**src/rtl/sram_loader_pkg.sv**
```systemverilog
// Shared definitions for the serial SRAM loader.
//   - FSM state encoding (3-bit)
//   - CTRL_MODE values
//   - SRAM address/data widths and the shift counter width
package sram_loader_pkg;

  localparam int ADDR_W = 9;
  localparam int DATA_W = 8;
  localparam int CNT_W  = 4;

  localparam logic [1:0] MODE_IDLE = 2'b00;
  localparam logic [1:0] MODE_WR   = 2'b01;
  localparam logic [1:0] MODE_RD   = 2'b10;
  localparam logic [1:0] MODE_RSV  = 2'b11;

  typedef enum logic [2:0] {
    ST_IDLE   = 3'd0,
    ST_ADDR   = 3'd1,
    ST_WSHIFT = 3'd2,
    ST_WRITE  = 3'd3,
    ST_RREQ   = 3'd4,
    ST_RWAIT  = 3'd5,
    ST_RSHIFT = 3'd6
  } state_t;

endpackage

```
**src/rtl/loader_shift_reg.sv**
```systemverilog
// Shared 9-bit shift path for the address header, write bytes and read bytes.
// Stores W-1 bits; the W-th bit is the live serial input, so shift_val is the
// full W-bit word including the bit being sampled this cycle.
// Ports:
//   clk, rst_n  clock, asynchronous active-low reset
//   load        parallel load of din, clears the bit count
//   shift       shift left by one, taking si into bit 0
//   clr         clear the bit count (the data shift still happens if shift=1)
//   si          serial input
//   din         parallel load data (W-1 bits)
//   shift_val   {stored bits, si}: value completed by the current shift
//   so          serial output, MSB of the stored bits
//   cnt         number of shifts since the last clear/load
module loader_shift_reg
  import sram_loader_pkg::*;
#(
  parameter int W = ADDR_W
) (
  input  logic             clk,
  input  logic             rst_n,
  input  logic             load,
  input  logic             shift,
  input  logic             clr,
  input  logic             si,
  input  logic [W-2:0]     din,
  output logic [W-1:0]     shift_val,
  output logic             so,
  output logic [CNT_W-1:0] cnt
);

  logic [W-2:0] q;

  assign shift_val = {q, si};
  assign so        = q[W-2];

  always_ff @(posedge clk or negedge rst_n) begin
    if (!rst_n) begin
      q   <= '0;
      cnt <= '0;
    end else begin
      if (load)       q <= din;
      else if (shift) q <= {q[W-3:0], si};

      if (clr || load) cnt <= '0;
      else if (shift)  cnt <= cnt + 1'b1;
    end
  end

endmodule

```
**src/rtl/sram_serial_loader.sv**
```systemverilog
// Serial-to-SRAM bridge for the 512x8 single-port SRAM. A session shifts a
// 9-bit start address (MSB first) on CTRL_SI, then either writes bytes (9-clock
// frames: 8 data bits + 1 ignored bit) or reads bytes out on CTRL_SO, with an
// auto-incrementing, wrapping address.
// Optional feature: define LOADER_CHECKSUM_EN to get a mod-256 sum of the bytes
// written in the current write session on CHKSUM; otherwise CHKSUM is 0.
// Handshake: the host may start a session only while CTRL_RDY=1 by raising
// CTRL_BGN with CTRL_MODE valid in the same cycle; CTRL_BGN must then stay high
// for the whole session, and dropping it ends/aborts the session, with CTRL_RDY
// returning high the following cycle.
// Ports:
//   CLK, RST_N          clock, asynchronous active-low reset
//   CTRL_MODE           00 idle, 01 write, 10 read, 11 reserved
//   CTRL_BGN, CTRL_SI   session enable, serial in
//   Q_SRAM              SRAM read data (valid the cycle after a read strobe)
//   CEN, WEN, A, D      SRAM control, registered one-cycle strobes
//   CTRL_SO, CTRL_RDY   serial out, idle indicator
//   CHKSUM              write checksum
//   DBG_STATE           current FSM state
module sram_serial_loader
  import sram_loader_pkg::*;
#(
  parameter int MEMORY_DATA_WIDTH = DATA_W,
  parameter int MEMORY_ADDR_WIDTH = ADDR_W  // must equal MEMORY_DATA_WIDTH+1 (shared shifter)
) (
  input  logic                         CLK,
  input  logic                         RST_N,
  input  logic [1:0]                   CTRL_MODE,
  input  logic                         CTRL_BGN,
  input  logic                         CTRL_SI,
  input  logic [MEMORY_DATA_WIDTH-1:0] Q_SRAM,
  output logic                         CEN,
  output logic                         WEN,
  output logic [MEMORY_ADDR_WIDTH-1:0] A,
  output logic [MEMORY_DATA_WIDTH-1:0] D,
  output logic                         CTRL_SO,
  output logic                         CTRL_RDY,
  output logic [MEMORY_DATA_WIDTH-1:0] CHKSUM,
  output logic [2:0]                   DBG_STATE
);

  localparam int AW = MEMORY_ADDR_WIDTH;
  localparam int DW = MEMORY_DATA_WIDTH;

  state_t          state, next_state;
  logic [1:0]      mode_q;
  logic            mode_ld;
  logic [AW-1:0]   addr_q, addr_nxt;
  logic            sr_load, sr_shift, sr_clr, sr_so;
  logic [AW-1:0]   sr_val;
  logic [CNT_W-1:0] sr_cnt;
  logic            strobe_wr, strobe_rd;

  loader_shift_reg #(.W(AW)) u_shift (
    .clk       (CLK),
    .rst_n     (RST_N),
    .load      (sr_load),
    .shift     (sr_shift),
    .clr       (sr_clr),
    .si        (CTRL_SI),
    .din       (Q_SRAM),
    .shift_val (sr_val),
    .so        (sr_so),
    .cnt       (sr_cnt)
  );

  always_ff @(posedge CLK or negedge RST_N) begin
    if (!RST_N) state <= ST_IDLE;
    else        state <= next_state;
  end

  always_comb begin
    next_state = state;
    mode_ld    = 1'b0;
    sr_load    = 1'b0;
    sr_shift   = 1'b0;
    sr_clr     = 1'b0;
    addr_nxt   = addr_q;
    case (state)
      ST_IDLE: begin
        if (CTRL_BGN && (CTRL_MODE == MODE_WR || CTRL_MODE == MODE_RD)) begin
          next_state = ST_ADDR;
          mode_ld    = 1'b1;
          sr_clr     = 1'b1;
        end
      end
      ST_ADDR: begin
        sr_shift = 1'b1;
        if (sr_cnt == CNT_W'(AW - 1)) begin
          sr_clr     = 1'b1;
          addr_nxt   = sr_val;
          next_state = (mode_q == MODE_WR) ? ST_WSHIFT : ST_RREQ;
        end
      end
      ST_WSHIFT: begin
        sr_shift = 1'b1;
        if (sr_cnt == CNT_W'(DW - 1)) begin
          sr_clr     = 1'b1;
          next_state = ST_WRITE;
        end
      end
      ST_WRITE: begin
        addr_nxt   = addr_q + 1'b1;
        next_state = ST_WSHIFT;
      end
      ST_RREQ:  next_state = ST_RWAIT;
      ST_RWAIT: begin
        sr_load    = 1'b1;
        addr_nxt   = addr_q + 1'b1;
        next_state = ST_RSHIFT;
      end
      ST_RSHIFT: begin
        sr_shift = 1'b1;
        if (sr_cnt == CNT_W'(DW - 1)) begin
          sr_clr     = 1'b1;
          next_state = ST_RREQ;
        end
      end
      default: next_state = ST_IDLE;
    endcase
    // Abort wins over everything; a byte not yet in WRITE is dropped.
    if (state != ST_IDLE && !CTRL_BGN) next_state = ST_IDLE;
  end

  // Strobes are registered from the next state so they line up with the
  // WRITE / RREQ state cycles.
  assign strobe_wr = (next_state == ST_WRITE);
  assign strobe_rd = (next_state == ST_RREQ);

  always_ff @(posedge CLK or negedge RST_N) begin
    if (!RST_N) begin
      mode_q  <= MODE_IDLE;
      addr_q  <= '0;
      CEN     <= 1'b1;
      WEN     <= 1'b1;
      A       <= '0;
      D       <= '0;
      CTRL_SO <= 1'b0;
    end else begin
      if (mode_ld) mode_q <= CTRL_MODE;
      addr_q <= addr_nxt;
      CEN    <= !(strobe_wr || strobe_rd);
      WEN    <= !strobe_wr;
      if (strobe_wr || strobe_rd) A <= addr_nxt;
      if (strobe_wr) D <= sr_val[DW-1:0];
      // CTRL_SO only moves while shifting, so it holds the last bit during fetch.
      if (state == ST_RSHIFT) CTRL_SO <= sr_so;
    end
  end

`ifdef LOADER_CHECKSUM_EN
  logic [DW-1:0] chksum_q;
  always_ff @(posedge CLK or negedge RST_N) begin
    if (!RST_N)                              chksum_q <= '0;
    else if (mode_ld && CTRL_MODE == MODE_WR) chksum_q <= '0;
    else if (state == ST_WRITE)              chksum_q <= chksum_q + D;
  end
  assign CHKSUM = chksum_q;
`else
  assign CHKSUM = '0;
`endif

  assign CTRL_RDY  = (state == ST_IDLE);
  assign DBG_STATE = state;

endmodule

```
**config.mk**
```make
export PLATFORM = sky130hd
export DESIGN_NAME = sram_serial_loader
export DESIGN_NICKNAME = d
export VERILOG_FILES = /design/src/rtl/sram_loader_pkg.sv /design/src/rtl/loader_shift_reg.sv /design/src/rtl/sram_serial_loader.sv
export SDC_FILE = /design/constraint.sdc
export NUM_CORES = 1
export LEC_CHECK = 0
export CAP_MARGIN = 20
export CORE_ASPECT_RATIO = 1.5
export CORE_MARGIN = 5
export CORE_UTILIZATION = 40
export CTS_CLUSTER_DIAMETER = 150
export DETAILED_ROUTE_END_ITERATION = 10
export PLACE_DENSITY = 0.6
export SETUP_SLACK_MARGIN = 0.05
export SLEW_MARGIN = 10
export SYNTH_ARGS = -nofsm -noshare
export SYNTH_HDL_FRONTEND = slang
export SYNTH_SLANG_ARGS = --single-unit
```
**constraint.sdc**
```tcl
create_clock -name CLK -period 2.7 [get_ports CLK]
set_input_delay 0.675 -clock CLK [delete_from_list [all_inputs] [get_ports CLK]]
set_output_delay 0.675 -clock CLK [all_outputs]
set_load 0.01 [all_outputs]
```
# Word-level counts from Yosys, hierarchy flattened
# Index checks and enable logic that the tools add are counted.
# W data, S select, Z words.
[totals]
reg_bits = 46
latchBits = 0
mem_bits_rw = 0
mem_bits_ro = 0
elab_cells = 60
memories = 0
[op_classes]
add_sub_neg = 2
n_mul = 0
div = 0
magnitude_cmp = 0
eq_ne = 13
shifts = 0
mux = 20
bitwise = 0
n_reduce_logical = 15
[ops]
columns = ["op", "n"]
rows = [
  ["$pmux W3 S7", 1],
  ["$mux W3", 6],
  ["$pmux W9 S2", 1],
  ["$mux W8", 2],
  ["$eq A3 B3 Y1 const B", 4],
  ["$add A9 B1 Y9 const B", 1],
  ["$eq A3 B2 Y1 const B", 3],
  ["$mux W9", 1],
  ["$mux W4", 2],
  ["$mux W1", 6],
  ["$add A4 B1 Y4 const B", 1],
  ["$eq A2 B1 Y1 const B", 2],
  ["$eq A4 B3 Y1 const B", 1],
  ["$eq A4 B4 Y1 const B", 1],
  ["$reduce_bool A2 Y1", 2],
  ["$reduce_or A2 Y1", 2],
  ["$eq A3 B1 Y1 const B", 1],
  ["$logic_not A1 Y1", 3],
  ["$logic_not A3 Y1", 1],
  ["$logic_or A1 B1 Y1", 3],
  ["$pmux W1 S3", 1],
  ["$reduce_bool A3 Y1", 1],
  ["$reduce_or A3 Y1", 1],
  ["$eq A2 B2 Y1 const B", 1],
  ["$logic_and A1 B1 Y1", 2],
]

# Logic depth before layout (Yosys ltp)
# Gate-level depths: netlist of the first run.
[depth]
ltp_word = 9
ltp_mapped = 8
depth_no_buf = 7

# Cells and area by module
# Synthesis of the first run repeated with hierarchy kept, for this count alone.
[hier_totals]
cells_unflattened = 223
area_unflattened_um2 = 2357.3
[by_module_without_submodules]
columns = ["mod", "instances", "cells_each", "area_each_um2", "seq_area_each_um2"]
rows = [
  ["sram_serial_loader", 1, 168, 1747.9, 853.3],
  ["loader_shift_reg", 1, 55, 609.3, 300.3],
]

# Least setup slack after synthesis of the first run
# Ideal clock, no wire load.
[synth_path]
path_kind = "reg2reg"
from = "register state[0] (netlist: DBG_STATE[0])"
to = "register D[0]"
arrival_ns = 1.887
t_required_ns = 2.575
slack_ns = 0.688
stages_incl_launch_ff = 8
cell_sequence = "dfrtp_1 > buf_6 > nor3_2 > nand3_1 > and3_4 > or2_1 > buf_6 > mux2_4"
[synth_via]
elab_chain_cells = 4
word_cells_on_any_way = 16
cone_classes = "eq/ne: 7; mux: 6; reduce/logical: 3"
[synth_rtl]
columns = ["item", "line_no", "source"]
rows = [
  ["start, declared", "sram_serial_loader.sv:45", "state_t state, next_state;"],
  ["start signal, assigned", "sram_serial_loader.sv:69", "else state <= next_state;"],
  ["$logic_not A3 Y1", "-", ""],
  ["via CTRL_RDY", "sram_serial_loader.sv:37", "output logic CTRL_RDY,"],
  ["$pmux W3 S7", "sram_serial_loader.sv:79", "case (state)"],
  ["$mux W3", "sram_serial_loader.sv:122", "if (state != ST_IDLE && !CTRL_BGN) next_state = ST_IDLE;"],
  ["$eq A3 B2 Y1", "sram_serial_loader.sv:127", "assign strobe_wr = (next_state == ST_WRITE);"],
  ["end signal, assigned", "sram_serial_loader.sv:145", "if (strobe_wr) D <= sr_val[DW-1:0];"],
  ["end, declared", "sram_serial_loader.sv:35", "output logic [MEMORY_DATA_WIDTH-1:0] D,"],
]
# The timed path passes the listed nets, and every way through them passes these cells.
# A chain may end at the register's enable or synchronous reset.

# Worst setup path in the final report of the first run
[layout_path]
from = "register state[1] (netlist: DBG_STATE[1])"
to = "output port CTRL_RDY"
[layout_via]
elab_chain_cells = 1
[layout_rtl]
columns = ["item", "line_no", "source"]
rows = [
  ["$logic_not A3 Y1", "sram_serial_loader.sv:163", "assign CTRL_RDY = (state == ST_IDLE);"],
  ["end, declared", "sram_serial_loader.sv:37", ""],
]
# Every way passes these cells.

==> results of run 1 <==
## power groups by stage
stage	clock network [W]	registers, W	logic [W]
floorplan	0	0.00120	0.00114
global route	0.000544	0.00128	0.00189
CTS	0.000520	0.00124	0.00173
finish	0.000501	0.00123	0.00170
detailed placement	0	0.00125	0.00172
global placement	0	0.00124	0.00169
## per-stage QoR
| step | cells | total power, W | worst slack (ns) | util [%] | hold slack (ns) |
|---|---|---|---|---|---|
| floorplan | 247 | 0.00234 | 0.688 | - | 0.379 |
| global placement | 353 | 0.00293 | 0.156 | 48.0 | 0.464 |
| detailed placement | 353 | 0.00297 | 0.110 | 48.0 | 0.479 |
| CTS | 361 | 0.00348 | 0.338 | 49.6 | 0.393 |
| global route | 361 | 0.00371 | 0.237 | 49.6 | 0.419 |
| finish | 361 | 0.00343 | 0.357 | 49.6 | 0.374 |
## state kept, by name, indices dropped and copies added, names as in the netlist, 2 cells and up
signal,flops
A,9
u_shift.cnt,4
u_shift.q,8
mode_q,2
addr_q,9
D,8
DBG_STATE,3
## final cells by class
| class | instances | share of cell area [%] |
|---|---|---|
| multi-input cells | 172 | 40.8 |
| flip-flops and latches | 46 | 36.1 |
| well taps | 76 | 2.97 |
| inverters | 8 | 0.939 |
| clock buffers | 7 | 2.39 |
| clock inverters | 1 | 0.939 |
| repair buffers | 51 | 15.9 |
## routing by layer
layer / wire (µm) / share of wire, %
met5: 0 / 0
met4: 124 / 2.1
met3: 188 / 3.2
met2: 3180 / 55
met1: 2290 / 40
## final timing paths
path | end | cells after the start
worst max-delay path | CTRL_RDY | 2
worst min-delay path | D[2] | 1
worst max register to register | A[6] | 6
worst min register to register | mode_q[0] | 2
max in group asynchronous | CEN | 2
min in group CLK | mode_q[0] | 2
## synth_stat cells (all sizes together) (3+ instances only)
cell	number	area share (%)
a21oi	3	0.58
or2	8	1.9
mux2	26	12
inv	7	1.0
o311ai	5	1.7
o21ai	27	5.3
dfrtp	44	42
buf	16	4.8
mux2i	3	1.2
nand3	6	1.2
a221o	3	1.2
clkbuf	5	0.72
nor2	9	1.3
o211ai	8	2.3
ha	3	1.4
nor3	5	1.3
nand2b	4	0.96
nand2	15	2.2
## cells by family after synthesis
| kind of cell | after synthesis | share of synthesized area (%) |
|---|---|---|
| AO/OA/AOI/OAI | 64 | 18.3 |
| other | 1 | 0.144 |
| flip-flops | 46 | 44.3 |
| multiplexers | 29 | 13.6 |
| AND/OR/NAND/NOR | 64 | 14.0 |
| adder cells (fa/ha/maj) | 3 | 1.44 |
| XOR/XNOR | 4 | 1.63 |
| buffers and inverters | 29 | 6.63 |
==> results.txt, run 1 <==
Clock tree synthesis found a total of 46 sinks. The number of fillers in the final layout is 626. The analysis attributes to net switching a power of 0.00126 W. The max-slew violation count was 0.

The number of hold violations in the final report is 0. The mapped netlist covers 0.00260 mm². The post-detailed-route via-to-cell ratio came out at 5.46. For met2 alone, demand over resource in global routing was 27.4%.

The number of nets still failing antenna checks after routing came out at 0. A synthesized cell averages 10.8 µm². The number of hold buffers added after CTS is 0. The final weighted congestion in routability-driven placement came out at 0.840. The clock reaches the later pin of the worst-skew pair after 0.29 ns. The clock tree root driver cell is sky130_fd_sc_hd__clkbuf_8.

The via count of the first global-routing pass is 1,953. For this run, the leading register cell type out of synthesis is sky130_fd_sc_hd__dfrtp_1. The initial antenna violation count is 0.

The clock input transition at the sequential cells of the worst setup and hold paths is 0.08 ns. The clock period could shrink to 2.34 ns. The number of setup buffers added after CTS is 0.

Measured along the y axis, the die boundary spans 109 µm. Static timing analysis puts the maximum clock frequency at 427 MHz. The share of the Yosys chip area taken by registers is 44.3%. The unique cell type count in the Yosys netlist came out at 60. The worst setup path is launched from a register.

The die area came out at 0.00826 mm². The endpoint type of the worst setup path is an output port. For this run, asynchronously set or reset flops after synthesis account for 100%. The worst-case register-to-register setup slack is 0.39 ns. The number of buffers and inverters on the critical path is 1. The number of buffers inserted during clock tree synthesis is 5. For this design, the slowest cell found on the critical path is sky130_fd_sc_hd__clkdlybuf4s50_1.

Global routing finished with a remaining overflow of 0. The H-tree depth reported by CTS came out at 2. Across the routed clock network, the largest skew measured is 0.00698 ns. In the global route stage, met3 resource usage came out at 2.31%. In the finished design, the share of the clock period the worst path needs comes to 86.8%.

The global routing usage summed across all routing layers is 15.2%. The power density over the cells is 1070 mW/mm². The final design area excluding fillers came out at 0.00320 mm². 0 antenna diodes ended up in the layout. The global-route wire length before repair came out at 9640 µm. For the worst setup path, the data arrival time is 1.67 ns.

The maximum number of pins on one net before global-route repair is 26. The aggregate routed wire length is 5790 µm. The global routing stage identified its most utilized layer as met2. The DRC violations left is 0. After the first detailed-routing iteration, the DRC count stood at 96.

Yosys mapped a number of flops with a built-in enable equal to 0. The initial core utilization is 40.4%. The number of gates resized after CTS is 0.

TritonCTS built the clock tree. The cell family contributing the most delay on the critical path is buffers and inverters. The total of buffers placed on input and output ports came out at 37.

The sequential cells in the finished layout cover a total of 0.00115 mm². The total of flip-flops plus latches after synthesis is 46. The post-detailed-placement half-perimeter wirelength is 4370 µm.

For this design the static power due to leakage is 1.36 nW. The number of standard-cell rows in the floorplan is 36. The tightest min-delay check is of the primary input to asynchronous set/reset pin type. Walking the worst path, the cells encountered are nor3_2 -> clkdlybuf4s50_1.

The aggregate negative setup slack came out at 0 ns. Setup repair after global routing left no endpoint under its margin. For this design the top-level I/O count stands at 46. The global-route met1 utilization is 17.3%. The largest stage delay on the critical path came out at 0.57 ns.

The number of max-capacitance violations reported came out at 0. The top cell types in the final layout, fill and taps aside, are sky130_fd_sc_hd__dfrtp_1, sky130_fd_sc_hd__clkdlybuf4s50_1, sky130_fd_sc_hd__o21ai_0. The layout overhead on the synthesized area came out at 22.8%.

STA puts the critical path data required time at 2.03 ns. The longest clock path from root to sink contains 2 buffers. The fraction of layout instances using a drive strength above 1 is 22.1%.

Leaving out fill and tap cells, the most frequent cell in the layout is sky130_fd_sc_hd__dfrtp_1. For the pin with the worst max-slew slack, the measured transition is 0.666 ns. The gate count after technology mapping came out at 240.

The area taken by multi-input logic gates is 0.00130 mm². Summing all placed instances gives a cell area of 0.00309 mm². The final-stage net count is 301. The tightest slew margin relative to the limit came out at 55.4%.

Per report_power, the sequential group accounts for 35.9% of the total. The largest driver fanout on the critical path is 12. The overall die width came out at 75.9 µm.

In this run, the clock network consumes 14.6% of the power. The startpoint identified for the worst register-to-register timing path is DBG_STATE[2]. The Yosys step of the flow raised 0 warnings. The flow ran to the end, and the final reports show no timing, DRC or antenna violations. Across the VDD grid, the largest voltage drop is 0.000551 V.

Across all layers, the routed design uses 1,970 vias. The pre-antenna-repair detailed-routing pass consisted of 6 iterations. The part of the total power dissipated in combinational logic came out at 49.6%. The critical path starts at DBG_STATE[1]. The internal power came out at 0.00218 W. The total area inside the core boundary comes to 0.00644 mm². By startpoint and endpoint, the worst setup path is classified as register to output port. Setup violations remaining at the end of the flow were counted as 0. In this run switching power makes up 36.7% of total power.

The mean routed wirelength per cell is 16.0 µm.
(Power assumes the default switching activity.)
==> inputs of run 2 (changes only) <==
- ABC_AREA: not set -> 1
- PLACE_DENSITY: 0.6 -> 0.61
==> results.txt, run 2 <==
Result of the run: finished, final reports clean (unchanged). The depth of the worst register-to-register path came out at 6 (unchanged). The largest stage delay on the critical path is 0.57 ns (about the same).

The routed length on met3 is 205 µm (was 188 µm). The worst-case register-to-register setup slack came out at 0.75 ns (was 0.39 ns). The most frequent standard cell in the layout excluding fill and tap cells was sky130_fd_sc_hd__nand2_1 (was sky130_fd_sc_hd__dfrtp_1).

The part of the cycle the worst path needs is 89.1% (was 86.8%). The diode insertion count for antenna repair came out at 0 (unchanged). The number of nets still failing antenna checks after routing was 0 (unchanged). The mean routed wirelength per cell is 14.0 µm (was 16.0 µm). The highest metal layer with signal wires is met4 (unchanged). The synthesized-area fraction occupied by and/or/nand/nor cells came to 29.7% (was 14.0%). The share of synthesized area spent on multiplexers came to 0% (was 13.6%).

Leading cell types by count after synthesis: sky130_fd_sc_hd__nand2_1, sky130_fd_sc_hd__dfrtp_1, sky130_fd_sc_hd__nand3_1 (was sky130_fd_sc_hd__dfrtp_1, sky130_fd_sc_hd__o21ai_0, sky130_fd_sc_hd__nand2_1). The flip-flop cell with the highest count after synthesis is sky130_fd_sc_hd__dfrtp_1 (unchanged). The share of total power in sequential cells is 38.1% (was 35.9%).

The cell area after synthesis is 0.00245 mm² (was 0.00260 mm²). The setup violation total in the final timing report is 0 (unchanged). The post-synthesis share of cell area spent on full adders, half adders and majority gates came out at 1.53% (was 1.44%). The final-stage net count came out at 338 (was 301). The mean post-synth cell area came to 8.77 µm² (was 10.8 µm²).

The number of hold violations in the final report came out at 0 (unchanged). The clock network latency to the later pin of the worst-skew pair came out at 0.30 ns (was 0.29 ns). The largest family of logic cells by synthesized area was simple AND/OR/NAND/NOR gates (was compound AO/OA/AOI/OAI gates). The type of the most critical hold path was primary input to asynchronous set/reset pin (unchanged). The library cell occupying the most area in the post-synthesis netlist is sky130_fd_sc_hd__dfrtp_1 (unchanged). The max-slew violation count is 0 (unchanged).

The layout overhead on the synthesized area came to 20.4% (was 22.8%). The path type of the worst setup path was register to output port (unchanged). The final non-filler cell total came to 396 (was 361).

The initial core utilization came out at 40.6% (was 40.4%). The total of flip-flops plus latches after synthesis came out at 46 (unchanged). The worst supply voltage drop on vdd came out at 0.000588 V (was 0.000551 V). Unrepaired setup endpoints after global routing: no (unchanged). The number of clock sinks seen by CTS came out at 46 (unchanged). The aggregate routed wire length came out at 5540 µm (was 5790 µm). The fraction of post-synthesis cell area in the top cell type by area is 44.9% (was 42.3%).

The number of top-level pins came to 46 (unchanged). The switching power total is 0.00120 W (was 0.00126 W). The power share of the clock group came out at 14.8% (was 14.6%).

The async set-reset flop share out of synthesis was 100% (unchanged). The worst clock skew was 0.00445 ns (was 0.00698 ns). The switching share of power was 42.2% (was 36.7%). The number of placed instances, taps included came out at 388 (was 353).

The source of the worst register-to-register timing path was DBG_STATE[2] (unchanged). The TritonCTS clock tree was built (unchanged). The via count of the first global-routing pass came out at 1,942 (was 1,953). The critical register-to-register path endpoint was u_shift.q[2] (was A[6]). The pin slew with the least headroom to its limit came out at 0.518 ns (was 0.666 ns). The number of warning messages in the yosys log is 0 (unchanged). The number of hold buffers added after CTS is 0 (unchanged).

The die area came out at 0.00784 mm² (was 0.00826 mm²). Registers with the highest flip-flop counts: A: 9 flops, addr_q: 9 flops (unchanged). The most frequently used cell type in the post-synthesis netlist is sky130_fd_sc_hd__nand2_1 (was sky130_fd_sc_hd__dfrtp_1). The number of buffers on the longest clock path is 2 (unchanged). The DRC violations left is 0 (unchanged).

The part of the total power dissipated in combinational logic is 47.0% (was 49.6%). The critical path arrival came out at 1.73 ns (was 1.67 ns). The H-tree depth reported by CTS came out at 2 (unchanged). The internal power is 0.00165 W (was 0.00218 W). The final period demand of the worst path came to 2.41 ns (was 2.34 ns). The tightest slew margin relative to the limit came out at 65.5% (was 55.4%). The post-detailed-placement half-perimeter wirelength is 4170 µm (was 4370 µm).

The power density over the cells came to 964 mW/mm² (was 1070 mW/mm²). The detailed-route wire length on metal 1 is 2310 µm (was 2290 µm). The maximum number of pins on one net before global-route repair came out at 47 (was 26).

The most frequent cell on the critical path is sky130_fd_sc_hd__inv_2. The number of detailed-routing iterations run before antenna repair came out at 4 (was 6). The global-route wire length before repair is 9250 µm (was 9640 µm). The static leakage came to 1.34 nW (was 1.36 nW). The buffers inserted during post-CTS setup optimization came out at 0 (unchanged). Most used cells in the layout excluding fill and tap cells: sky130_fd_sc_hd__nand2_1, sky130_fd_sc_hd__dfrtp_1, sky130_fd_sc_hd__clkdlybuf4s50_1 (was sky130_fd_sc_hd__dfrtp_1, sky130_fd_sc_hd__clkdlybuf4s50_1, sky130_fd_sc_hd__o21ai_0).

Ranking of synthesized cells by area: sky130_fd_sc_hd__dfrtp_1, sky130_fd_sc_hd__nand2_1, sky130_fd_sc_hd__nand3_1 (was sky130_fd_sc_hd__dfrtp_1, sky130_fd_sc_hd__mux2_2, sky130_fd_sc_hd__o21ai_0). The largest driver fanout on the critical path came out at 10 (was 12). The number of standard-cell rows in the floorplan is 35 (was 36). The aggregate negative setup slack came out at 0 ns (unchanged). The number of enable-type register cells in the synthesized netlist was 0 (unchanged).

The highest achievable clock rate is 416 MHz (was 427 MHz). The number of max-capacitance violations reported came out at 0 (unchanged). The unique cell type count in the Yosys netlist is 35 (was 60).

The number of gates resized after CTS is 0 (unchanged). The number of buffers inserted during clock tree synthesis came out at 5 (unchanged). The category of the worst setup path launch point is a register (unchanged). The XOR/XNOR share of the synthesized area was 0.714% (was 1.63%). The number of fillers in the final layout is 606 (was 626). The gate count after technology mapping was 280 (was 240). The standard cell with the maximum stage delay on the critical path is sky130_fd_sc_hd__dfrtp_1 (was sky130_fd_sc_hd__clkdlybuf4s50_1). The clock tree root driver cell is sky130_fd_sc_hd__clkbuf_8 (unchanged). The overall die width came out at 74.0 µm (was 75.9 µm). The post-detailed-route via-to-cell ratio is 4.94 (was 5.46).

The global-route congestion overflow total came out at 0 (unchanged). The endpoint type of the worst setup path is an output port (unchanged). The height of the die came out at 106 µm (was 109 µm). The initial antenna violation count came out at 0 (unchanged). The total via count after detailed routing came to 1,957 (was 1,970). The buffers plus inverters on the worst setup path is 3 (was 1).

The fraction of layout instances using a drive strength above 1 came out at 15.2% (was 22.1%). Cell breakdown of the critical path: inv_2 -> nand2_1 -> inv_2 -> clkdlybuf4s50_1 (was nor3_2 -> clkdlybuf4s50_1). The cell family with the largest share of critical-path delay is buffers and inverters (unchanged). The initial DRC count came out at 84 (was 96). The total of buffers placed on input and output ports came out at 37 (unchanged). The core area is 0.00604 mm² (was 0.00644 mm²). The compound-cell area share of the yosys netlist is 12.0% (was 18.3%). The sequential area share after synthesis came out at 47.0% (was 44.3%).

The clock input transition at the sequential cells of the worst setup and hold paths came out at 0.08 ns (about the same). The global routing usage summed across all routing layers is 15.2% (about the same). The final weighted congestion in routability-driven placement is 0.831 (was 0.840). The met2 wire length is 2860 µm (was 3180 µm).

The required time of the worst setup path is 2.03 ns (about the same).
-- run 2: cell count changes in the layout (fill, tap and decap cells not counted), moves of 10 or more --
cell	change
sky130_fd_sc_hd__o21ai_0	-16
sky130_fd_sc_hd__nand2_1	+59
sky130_fd_sc_hd__mux2_2	-14
sky130_fd_sc_hd__buf_4	-10
sky130_fd_sc_hd__nand3_1	+25
sky130_fd_sc_hd__inv_1	+19
-- run 2: worst reg2reg max path, cell delays in order (launching register included) --
cell,delay [ns]
sky130_fd_sc_hd__dfrtp_1,0.57
sky130_fd_sc_hd__inv_2,0.17
sky130_fd_sc_hd__nand3_1,0.14
sky130_fd_sc_hd__nand2_1,0.22
sky130_fd_sc_hd__clkinv_1,0.27
sky130_fd_sc_hd__nand2_1,0.30
sky130_fd_sc_hd__o221ai_1,0.15
-- run 2: worst max-delay path by stage --
stage                       from  endpoint  slack, ns  cells after the start
floorplan           CTRL_MODE[1]      A[0]       1.12                      8
global placement        CTRL_BGN      A[1]       0.42                      8
detailed placement      CTRL_BGN      A[3]       0.36                      8
CTS                 DBG_STATE[2]  CTRL_RDY       0.28                      4
global route        DBG_STATE[2]  CTRL_RDY       0.19                      4
finish              DBG_STATE[2]  CTRL_RDY       0.29                      4
-- run 2: per-layer routing --
metal / up-vias / track usage [%]
li1: 986 / -
met1: 921 / 18.2
met4: 0 / 5.96
met5: - / 0
met3: 11 / 3.12
met2: 39 / 26.1
-- run 2: final cells by class --
class	count	area, µm²	share of cell area [%]
Sequential cell	46	1150	39.0
Multi-Input combinational cell	197	1110	37.6
Timing Repair Buffer	39	393	13.3
Inverter	32	120	4.06
Tap cell	74	92.6	3.13
Clock buffer	6	72.6	2.46
Clock inverter	2	13.8	0.466
-- run 2: logic make-up (layout without fill, tap and decap cells) --
kind of cell,after synthesis,count (layout)
AOI/OAI and AO/OA,38,38
xor gates and xnor gates,2,2
adders and majority gates,3,3
buffers and inverters,44,79
DFF,46,46
other,1,8
and+or+nand+nor,146,146
-- run 2: power groups by stage --
stage / clock [W] / combinational, W / sequential, W
4_1_cts: 0.000439 / 0.00136 / 0.00109
5_1_grt: 0.000469 / 0.00149 / 0.00112
2_1_floorplan: 0 / 0.000860 / 0.00113
3_5_place_dp: 0 / 0.00135 / 0.00110
3_3_place_gp: 0 / 0.00134 / 0.00110
6_report: 0.000423 / 0.00134 / 0.00109
-- run 2: stage by stage --
step                      power, W  worst slack, ns  hold WS, ns  utilization [%]  area [µm²]
after floorplan            0.00199             1.12        0.379                -        2480
after global placement     0.00245            0.415        0.467             47.5        2870
after detailed placement   0.00245            0.360        0.468             47.5        2870
after CTS                  0.00289            0.276        0.346             48.9        2960
after global routing       0.00308            0.190        0.358             48.9        2960
final                      0.00285            0.294        0.333             48.9        2960
==> inputs of run 3 (changes only) <==
- CORE_UTILIZATION: 40 -> 50
- PLACE_DENSITY: 0.61 -> 0.74
==> results.txt, run 3 (synthesis results as in run 2) <==
Result of the run: finished, final reports clean (unchanged). The critical path arrival came to 1.72 ns (was 1.73 ns). The TritonCTS clock tree is built (unchanged). The number of gates resized after CTS came to 0 (unchanged). The depth of the worst register-to-register path came to 6 (unchanged).

The global-route wire length before repair came to 8670 µm (was 9250 µm). The clock tree root driver cell is sky130_fd_sc_hd__clkbuf_8 (unchanged). The number of top-level pins was 46 (unchanged).

The fraction of layout instances using a drive strength above 1 is 15.5% (was 15.2%). The number of buffers inserted during clock tree synthesis came out at 5 (unchanged). The power density over the cells is 977 mW/mm² (was 964 mW/mm²). The H-tree depth reported by CTS came out at 2 (unchanged). The share of total power in sequential cells came out at 37.7% (was 38.1%). The aggregate routed wire length is 5210 µm (was 5540 µm).

The internal power came out at 0.00170 W (was 0.00165 W). The buffers inserted during post-CTS setup optimization came out at 0 (unchanged). The post-route total power came out at 0.00288 W (was 0.00285 W). The total via count after detailed routing is 1,985 (was 1,957). The pin slew with the least headroom to its limit is 0.576 ns (was 0.518 ns). The DRC violations left came out at 0 (unchanged). The number of hold violations in the final report is 0 (unchanged). The tightest slew margin relative to the limit is 61.6% (was 65.5%). The clock network latency to the later pin of the worst-skew pair was 0.30 ns (about the same). The number of detailed-routing iterations run before antenna repair is 4 (unchanged).

The number of standard-cell rows in the floorplan came out at 31 (was 35). The part of the cycle the worst path needs is 88.8% (was 89.1%). The final weighted congestion in routability-driven placement came out at 0.881 (was 0.831).

Most used cells in the layout excluding fill and tap cells: sky130_fd_sc_hd__nand2_1, sky130_fd_sc_hd__dfrtp_1, sky130_fd_sc_hd__clkdlybuf4s50_1 (unchanged). The initial core utilization came out at 51.0% (was 40.6%). The number of buffers on the longest clock path is 2 (unchanged). The critical register-to-register path endpoint is u_shift.q[3] (was u_shift.q[2]). The type of the most critical hold path is primary input to asynchronous set/reset pin (unchanged). The maximum number of pins on one net before global-route repair is 47 (unchanged). The layout overhead on the synthesized area is 20.2% (was 20.4%). The diode insertion count for antenna repair came out at 0 (unchanged). The number of max-capacitance violations reported is 0 (unchanged). The number of nets still failing antenna checks after routing is 0 (unchanged).

The mean routed wirelength per cell came out at 13.4 µm (was 14.0 µm). The post-detailed-placement half-perimeter wirelength is 4010 µm (was 4170 µm). The number of clock sinks seen by CTS is 46 (unchanged). The endpoint type of the worst setup path is an output port (unchanged).

The overall die width came out at 67.2 µm (was 74.0 µm). The final-stage net count came out at 338 (unchanged). The height of the die was 95.8 µm (was 106 µm). The max-slew violation count is 0 (unchanged). The via count of the first global-routing pass came out at 1,894 (was 1,942).

The source of the worst register-to-register timing path is DBG_STATE[2] (unchanged). The largest driver fanout on the critical path is 10 (unchanged). Unrepaired setup endpoints after global routing: no (unchanged). The required time of the worst setup path came out at 2.03 ns (about the same).

The static leakage was 1.35 nW (was 1.34 nW). The global-route congestion overflow total came to 0 (unchanged). The highest achievable clock rate is 417 MHz (was 416 MHz). The clock input transition at the sequential cells of the worst setup and hold paths came out at 0.08 ns (about the same). The category of the worst setup path launch point is a register (unchanged). The total of buffers placed on input and output ports came out at 37 (unchanged). The utilization after layout came to 61.4% (was 48.9%). The worst supply voltage drop on vdd is 0.000667 V (was 0.000588 V).

The worst setup path startpoint was DBG_STATE[2] (unchanged). Registers with the highest flip-flop counts: A: 9 flops, addr_q: 9 flops (unchanged). The die area came to 0.00644 mm² (was 0.00784 mm²). The global routing usage summed across all routing layers is 17.8% (was 15.2%). The switching power total is 0.00119 W (was 0.00120 W). The power share of the clock group is 16.2% (was 14.8%). The worst-case register-to-register setup slack came out at 0.75 ns (about the same).

The core area came out at 0.00481 mm² (was 0.00604 mm²). The path type of the worst setup path is register to output port (unchanged). The number of hold buffers added after CTS came out at 0 (unchanged).

The final period demand of the worst path was 2.40 ns (was 2.41 ns). The worst clock skew is 0.00548 ns (was 0.00445 ns). The part of the total power dissipated in combinational logic came out at 46.2% (was 47.0%). The minimum setup slack after placement came out at 0.378 ns (was 0.360 ns). The aggregate negative setup slack is 0 ns (unchanged).

The setup violation total in the final timing report is 0 (unchanged). The most frequent standard cell in the layout excluding fill and tap cells was sky130_fd_sc_hd__nand2_1 (unchanged). The initial antenna violation count was 0 (unchanged). The worst setup slack after layout is 0.303 ns (was 0.294 ns).

The post-detailed-route via-to-cell ratio is 5.12 (was 4.94). The initial DRC count is 101 (was 84). The switching share of power came out at 41.1% (was 42.2%).
## run 3: cell count changes in the layout (fill, tap and decap cells not counted), sizes merged
cell | previous run | this run
clkbuf | 6 | 7
clkinv | 3 | 2
## run 3: worst max-delay path by stage
stage | to | slack [ns]
2_1_floorplan | A[0] | 1.12
3_3_place_gp | A[1] | 0.43
3_5_place_dp | A[1] | 0.38
4_1_cts | CTRL_RDY | 0.29
5_1_grt | CTRL_RDY | 0.22
6_report | CTRL_RDY | 0.30
## run 3: layout make-up
cell class	count	area (µm²)
fillers	461	1860
multi-input cells	197	1110
well taps	66	82.6
repair buffers	39	380
inverters	32	120
clock buffers	7	96.3
clock inverters	1	8.76
flip-flops and latches	46	1150
## run 3: routing by layer
metal  GRT usage [%]  part of all wire [%]  vias up
met5               0                     0        -
met4            8.80                   3.0        0
met3            3.04                   3.4       13
met2            30.4                    54       46
met1            21.2                    40      936
li1                -                     -      990
## run 3: worst max-delay path, cell delays in order (launching register included)
cell and delay [ns]:
sky130_fd_sc_hd__dfrtp_1 0.57, sky130_fd_sc_hd__inv_2 0.17, sky130_fd_sc_hd__nand2_1 0.07, sky130_fd_sc_hd__inv_2 0.08
sky130_fd_sc_hd__clkdlybuf4s50_1 0.53
## run 3: through the flow
stage | cells | area (µm²) | hold WS [ns]
CTS | 388 | 2950 | 0.479
finish | 388 | 2950 | 0.446
detailed placement | 380 | 2850 | 0.468
floorplan | 287 | 2480 | 0.379
global placement | 380 | 2850 | 0.465
global route | 388 | 2950 | 0.497
## run 3: power by group through the flow
stage	clock network, W	logic, W	registers [W]
after floorplan	0	0.000860	0.00113
after detailed placement	0	0.00134	0.00110
final	0.000467	0.00133	0.00109
after CTS	0.000479	0.00134	0.00109
after global placement	0	0.00132	0.00110
after global routing	0.000516	0.00148	0.00113
